## config.mk

```make
export PLATFORM = sky130hd
export DESIGN_NAME = ay_bus_master
export DESIGN_NICKNAME = d
export VERILOG_FILES = /design/src/rtl/ay_bus_pkg.sv /design/src/rtl/ay_phase_counter.sv /design/src/rtl/ay_bus_master.sv
export SDC_FILE = /design/constraint.sdc
export NUM_CORES = 1
export LEC_CHECK = 0
export ABC_AREA = 1
export CORE_MARGIN = 3
export CORE_UTILIZATION = 44
export CTS_BUF_LIST = sky130_fd_sc_hd__clkbuf_4
export DETAILED_ROUTE_END_ITERATION = 8
export PLACE_DENSITY = 0.84
export SYNTH_ARGS = -nofsm -noshare
export SYNTH_HDL_FRONTEND = slang
export SYNTH_SLANG_ARGS = --single-unit
```

## constraint.sdc

```tcl
create_clock -name CLK -period 1.37 [get_ports CLK]
set_input_delay 0.411 -clock CLK [delete_from_list [all_inputs] [get_ports CLK]]
set_output_delay 0.411 -clock CLK [all_outputs]
set_load 0.05 [all_outputs]
```

## src/rtl/ay_bus_pkg.sv

```systemverilog
// Shared types and constants for the AY/YM bus-cycle generator.
package ay_bus_pkg;

  typedef enum logic [2:0] {
    ST_IDLE,
    ST_ADDR,
    ST_GAP_A,
    ST_WR,
    ST_RD,
    ST_GAP_D
  } ay_state_t;

  // Request fields held for the data half of an access.
  typedef struct packed {
    logic       wr;
    logic       addr_only;
    logic [7:0] data;
  } ay_req_t;

  localparam logic [4:0] CTRL_PREFIX = 5'b11111;

  // {BDIR, BC} codes driven in each phase.
  localparam logic [1:0] BUS_ADDR = 2'b11;
  localparam logic [1:0] BUS_WR   = 2'b10;
  localparam logic [1:0] BUS_RD   = 2'b01;
  localparam logic [1:0] BUS_IDLE = 2'b00;

  function automatic int max_int(input int a, input int b);
    return (a > b) ? a : b;
  endfunction

endpackage

```

## src/rtl/ay_phase_counter.sv

```systemverilog
// Loadable down-counter timing every bus phase and gap; tc marks the final cycle of a phase.
module ay_phase_counter #(
  parameter int W = 3
) (
  input  logic         CLK,
  input  logic         RESET,
  input  logic         load,
  input  logic [W-1:0] load_val,
  output logic         tc
);

  logic [W-1:0] cnt;

  always_ff @(posedge CLK) begin
    if (RESET) begin
      cnt <= '0;
    end else if (load) begin
      cnt <= load_val;
    end else if (cnt != '0) begin
      cnt <= cnt - 1'b1;
    end
  end

  assign tc = (cnt == '0);

endmodule

```

## src/rtl/ay_bus_master.sv

```systemverilog
// AY/YM BDIR/BC bus-cycle generator: full access 1+2*PHASE_LEN+2*GAP_LEN clocks, one request at a time (REQ_READY only in IDLE).
// Optional last-address cache under AY_BUS_ADDR_CACHE_EN skips the address phase on a repeated register.
module ay_bus_master
  import ay_bus_pkg::*;
#(
  parameter int PHASE_LEN = 4,
  parameter int GAP_LEN   = 4
) (
  input  logic       CLK,
  input  logic       RESET,
  input  logic       REQ_VALID,
  output logic       REQ_READY,
  input  logic       REQ_WR,
  input  logic       REQ_ADDR_ONLY,
  input  logic [7:0] REQ_ADDR,
  input  logic [7:0] REQ_DATA,
  output logic       RSP_VALID,
  output logic [7:0] RSP_DATA,
  output logic       BDIR,
  output logic       BC,
  output logic [7:0] DO,
  input  logic [7:0] DI
);

  localparam int CW = $clog2(max_int(PHASE_LEN, GAP_LEN) + 1);
  localparam logic [CW-1:0] PHASE_LD = CW'(PHASE_LEN - 1);
  localparam logic [CW-1:0] GAP_LD   = CW'(GAP_LEN - 1);

  ay_state_t     state;
  ay_req_t       req_q;
  logic          xfer;
  logic          cache_hit;
  logic          cnt_load;
  logic          cnt_tc;
  logic [CW-1:0] cnt_ld_val;

  assign REQ_READY = (state == ST_IDLE) && !RESET;
  assign xfer      = REQ_VALID && REQ_READY;

`ifdef AY_BUS_ADDR_CACHE_EN
  logic [7:0] cache_addr;
  logic       cache_vld;

  assign cache_hit = cache_vld && !REQ_ADDR_ONLY && (REQ_ADDR == cache_addr);

  // Every issued address phase reloads the cache; control bytes leave it invalid.
  always_ff @(posedge CLK) begin
    if (RESET) begin
      cache_vld  <= 1'b0;
      cache_addr <= 8'h00;
    end else if (xfer && !cache_hit) begin
      cache_addr <= REQ_ADDR;
      cache_vld  <= (REQ_ADDR[7:3] != CTRL_PREFIX);
    end
  end
`else
  assign cache_hit = 1'b0;
`endif

  // Reload on every state change; the next state is a gap exactly when leaving an active phase.
  assign cnt_load   = (state == ST_IDLE) ? xfer : cnt_tc;
  assign cnt_ld_val = (state == ST_ADDR || state == ST_WR || state == ST_RD) ? GAP_LD : PHASE_LD;

  ay_phase_counter #(
    .W (CW)
  ) u_phase_counter (
    .CLK      (CLK),
    .RESET    (RESET),
    .load     (cnt_load),
    .load_val (cnt_ld_val),
    .tc       (cnt_tc)
  );

  always_ff @(posedge CLK) begin
    if (RESET) begin
      state     <= ST_IDLE;
      req_q     <= '0;
      BDIR      <= 1'b0;
      BC        <= 1'b0;
      DO        <= 8'h00;
      RSP_VALID <= 1'b0;
      RSP_DATA  <= 8'h00;
    end else begin
      RSP_VALID <= 1'b0;
      case (state)
        ST_IDLE: begin
          if (xfer) begin
            req_q.wr        <= REQ_WR;
            req_q.addr_only <= REQ_ADDR_ONLY;
            req_q.data      <= REQ_DATA;
            if (cache_hit) begin
              if (REQ_WR) begin
                state       <= ST_WR;
                {BDIR, BC}  <= BUS_WR;
                DO          <= REQ_DATA;
              end else begin
                state       <= ST_RD;
                {BDIR, BC}  <= BUS_RD;
              end
            end else begin
              state      <= ST_ADDR;
              {BDIR, BC} <= BUS_ADDR;
              DO         <= REQ_ADDR;
            end
          end
        end
        ST_ADDR: begin
          if (cnt_tc) begin
            state      <= ST_GAP_A;
            {BDIR, BC} <= BUS_IDLE;
          end
        end
        ST_GAP_A: begin
          if (cnt_tc) begin
            if (req_q.addr_only) begin
              state <= ST_IDLE;
            end else if (req_q.wr) begin
              state      <= ST_WR;
              {BDIR, BC} <= BUS_WR;
              DO         <= req_q.data;
            end else begin
              state      <= ST_RD;
              {BDIR, BC} <= BUS_RD;
            end
          end
        end
        ST_WR: begin
          if (cnt_tc) begin
            state      <= ST_GAP_D;
            {BDIR, BC} <= BUS_IDLE;
          end
        end
        ST_RD: begin
          // Last RD cycle: capture DI and strobe it during the first GAP_D cycle.
          if (cnt_tc) begin
            state      <= ST_GAP_D;
            {BDIR, BC} <= BUS_IDLE;
            RSP_VALID  <= 1'b1;
            RSP_DATA   <= DI;
          end
        end
        ST_GAP_D: begin
          if (cnt_tc) begin
            state <= ST_IDLE;
          end
        end
        default: begin
          state      <= ST_IDLE;
          {BDIR, BC} <= BUS_IDLE;
        end
      endcase
    end
  end

endmodule
```

==> summary.txt, run 1 <==
Global routing
  – Met1 Use GR: 0.240
  – First-pass GRT wire length: 7.21 mm
  – Grt ovf: 0
  – GRT met2 Usage: 0.358
  – Gr busiest metal: met2
  – Antenna violations before repair: 0
  – Vias in the first global route: 1,674
  – Met3 Use GR: 0.0556
  – Total GRT Usage: 0.212
  – Pin count of the biggest net entering global routing: 31

Floorplan
  – Chip width: 67.1 um
  – Core ar.: 3470 um2
  – Chip Height: 67.1 um
  – Num ports: 49
  – # rows: 21
  – Die area: 4510 um2
  – Initial Util: 0.474

Yosys
  – EDFF count, synth: 0
  – Fraction of registers with async set/reset: 0
  – Xor/xnor share of the synthesized area: 0.00533
  – Synth Net Count: 270
  – Yosys top cell area share: 0.426
  – Largest family of logic cells by synthesized area: simple AND/OR/NAND/NOR gates
  – Netlist Area Pre-Place: 1640 um2
  – Synth Area in Compound Gates: 0.155
  – Sequential area share after synthesis: 0.426
  – Synth Warn #: 0
  – Post-Synth Simple-Gate Area: 0.289
  – Most used flip-flop cell after synthesis: dfxtp_1
  – Number of synthesized register bits: 35
  – Synth area leader: dfxtp_1
  – Post-Synth Adder-Cell Area: 0.0152
  – Post-synth top cells: 46 x nand2_1, 44 x nor2_1, 35 x dfxtp_1
  – Mean Syn Cell Area: 6.88 um2
  – Synth cell types: 23
  – Mux share of post-synthesis cell area: 0
  – Top-count cell post-synth: nand2_1
  – Gate Count Post-Synth: 239
  – Synth top area cells: dfxtp_1 43%, nand2_1 11%, nor2_1 10%

Critical path
  – Critical Path End: DO[1]$_SDFFE_PP0P_
  – Setup slack, reg-to-reg: -0.24 ns
  – Worst reg2reg path depth: 12
  – CP Max Fanout: 16
  – CP required: 1.64 ns
  – Worst reg2reg startpoint: state[2]$_SDFFE_PP0P_
  – Worst Path Arrival: 1.89 ns
  – Setup crit end kind: flip-flop
  – Critical Path Source: state[2]$_SDFFE_PP0P_
  – Critical path type: reg -> reg
  – CP Launch Type: flip-flop
  – R2R Path End: DO[1]$_SDFFE_PP0P_

Run status
  – Violated checks: negative setup slack
  – Status: finished, violations left

Finish
  – Nets: 342
  – Ant diodes: 0
  – Fraction of layout cells with a size suffix above 1: 0.362
  – Fillers: 185
  – Layout Area Growth over Synthesis: 74.0%
  – Post-Layout Cell Count: 358

Clocking
  – H-tree Lvls: 2
  – CTS Buf Count: 5
  – Root buffer cell: clkbuf_4
  – # hold bufs at CTS: 0
  – CTS sink cnt: 35
  – Clock transition at path regs: 0.10 ns
  – Max Buffers Root-to-Sink: 2
  – TritonCTS clock tree: yes
  – Clk_lat worst skew: 0.35 ns

Timing
  – Unrepaired setup endpoints after global routing: yes
  – Slew margin rel.: 0.808
  – Fmax: 620 MHz
  – Hold slack final: 0.462 ns
  – Hold Vio Cnt, Final: 0
  – Setup ws final: -0.242 ns
  – Final Setup Violations: 34
  – Worst slew pin tran: 0.286 ns
  – Fin Clk Skew: 0.0163 ns
  – Fin crit share: 1.18
  – Fin. max-slew vios: 0
  – Minimum clock period: 1.61 ns

Power
  – Leak: 1.25 nW
  – Peak supply drop: 1.32 mV
  – Total Power: 6.98 mW
  – Power density cells: 2440 nW/um2

Place
  – GPL Wtd Cong: 0.904
  – Placed cell count: 338
  – Hpwl dp: 2.87 mm
  – I/O Buffers: 48

Run
  – # Max-Cap Violations: 0

Routing
  – DR iter-0 viols: 139
  – Drt total wl: 5.78 mm
  – Remaining antenna violation count: 0
  – Via count: 1,894
  – Mean number of vias per cell: 5.29
  – Drc violations: 0
  – Routed len/inst: 16.1 um
  – Drt pass-1 iters: 4

Hold path
  – Hold crit path type: reg -> reg
-- flip-flops by register name, indices dropped and copies added (netlist names) --
register             count
DO                       8
RSP_VALID                1
BC                       1
state                    3
req_q                   10
BDIR                     1
u_phase_counter.cnt      3
RSP_DATA                 8
-- report_power, final --
group / leakage (nW) / total [mW] / internal [mW] / switching, mW
Clock: 0.0361 / 0.588 / 0.240 / 0.348
Combinational: 0.919 / 4.63 / 2.08 / 2.54
Sequential: 0.291 / 1.76 / 1.40 / 0.364
-- placed cells by master, fill, tap and decap left out --
| cell | synthesis | layout |
|---|---|---|
| a21oi_1 | 16 | 12 |
| a21oi_2 | 0 | 4 |
| buf_12 | 0 | 23 |
| buf_4 | 0 | 17 |
| buf_6 | 3 | 3 |
| buf_8 | 0 | 1 |
| clkbuf_16 | 0 | 2 |
| clkbuf_4 | 0 | 7 |
| clkdlybuf4s15_1 | 0 | 1 |
| clkdlybuf4s50_1 | 0 | 26 |
| clkinv_2 | 0 | 1 |
| dfxtp_1 | 35 | 28 |
| dfxtp_2 | 0 | 4 |
| dfxtp_4 | 0 | 3 |
| dlygate4sd2_1 | 0 | 1 |
| ha_1 | 2 | 1 |
| ha_4 | 0 | 1 |
| inv_1 | 27 | 23 |
| inv_2 | 5 | 6 |
| inv_4 | 0 | 3 |
| nand2_1 | 46 | 38 |
| nand2_2 | 4 | 7 |
| nand2_4 | 1 | 4 |
| nand2_8 | 0 | 2 |
| nand3_1 | 6 | 5 |
| nand3_2 | 0 | 1 |
| nor2_1 | 44 | 38 |
| nor2_2 | 2 | 5 |
| nor2_4 | 2 | 5 |
| nor3_1 | 2 | 2 |
| nor3_2 | 2 | 2 |
| nor4_1 | 1 | 1 |
| o211ai_1 | 1 | 1 |
| o21ai_0 | 23 | 6 |
| o21ai_1 | 9 | 14 |
| o21ai_2 | 0 | 12 |
| o31ai_1 | 1 | 1 |
| xnor2_1 | 1 | 1 |
-- critical path, cell delays in order (launching register included) --
cell and delay, ns:
dfxtp_4 0.37, nor2_4 0.14, buf_4 0.13, buf_6 0.11, nand2_8 0.06, nor2_4 0.13, inv_2 0.06, nand2_4 0.08
nor2_4 0.04, buf_12 0.14, nand2_2 0.06, nand2_1 0.06, nor2_1 0.15
-- worst min-delay path by stage --
stage	from	to	slack, ns	depth (start not counted)
after detailed placement	req_q[1]$_SDFFE_PP0P_	req_q[1]$_SDFFE_PP0P_	0.45	2
after CTS	u_phase_counter.cnt[0]$_SDFFE_PP0P_	u_phase_counter.cnt[0]$_SDFFE_PP0P_	0.46	2
after global routing	req_q[1]$_SDFFE_PP0P_	req_q[1]$_SDFFE_PP0P_	0.49	2
after global placement	req_q[0]$_SDFFE_PP0P_	req_q[0]$_SDFFE_PP0P_	0.44	2
after floorplan	req_q[0]$_SDFFE_PP0P_	req_q[0]$_SDFFE_PP0P_	0.43	2
final	req_q[1]$_SDFFE_PP0P_	req_q[1]$_SDFFE_PP0P_	0.46	2
-- what timing repair did --
item | 4_1_cts | 5_1_grt
gates resized for setup | 19 | 49
endpoints found under the setup margin | 26 | 36
pin swaps | 6 | 13
cloned | 0 | 2
setup buffers | 6 | 4
-- kinds of logic (layout without fill, tap and decap cells) --
logic type | count (synthesis) | in the layout
and+or+nand+nor | 110 | 110
AOI/OAI and AO/OA | 50 | 50
DFF | 35 | 35
buffers and inverters | 41 | 114
adders and majority gates | 2 | 2
xor gates and xnor gates | 1 | 1
-- metal layers --
| metal | share of wire | wire length [um] | vias to the layer above |
|---|---|---|---|
| met3 | 0.073 | 423 | 31 |
| met5 | 0 | 0 | - |
| met2 | 0.52 | 2990 | 98 |
| li1 | - | - | 899 |
| met4 | 0.056 | 323 | 0 |
| met1 | 0.35 | 2040 | 866 |
-- area by class of cell --
| cell class | instances | area, um2 | area share |
|---|---|---|---|
| flip-flops and latches | 35 | 717 | 0.251 |
| multi-input cells | 163 | 935 | 0.327 |
| clock buffers | 7 | 52.6 | 0.0184 |
| clock inverters | 1 | 5.00 | 0.00175 |
| repair buffers | 74 | 966 | 0.338 |
| inverters | 32 | 128 | 0.0446 |
| well taps | 46 | 57.6 | 0.0201 |
-- metrics by stage --
stage | setup TNS (ns) | util | cell area [um2] | setup WS, ns
6_report | -3.38 | 0.825 | 2860 | -0.242
5_1_grt | -5.68 | 0.825 | 2860 | -0.301
4_1_cts | -0.390 | 0.756 | 2620 | -0.220
3_5_place_dp | -12.28 | 0.713 | 2470 | -0.458
3_3_place_gp | -11.40 | 0.713 | 2470 | -0.422
2_1_floorplan | -0.896 | - | 1670 | -0.0710
(Power assumes the default switching activity.)
==> run 2: changes to the inputs <==
- HOLD_SLACK_MARGIN: unset -> 0.1
==> results of run 2 <==
Final layout, timing and power as in run 1 (identical DEF).
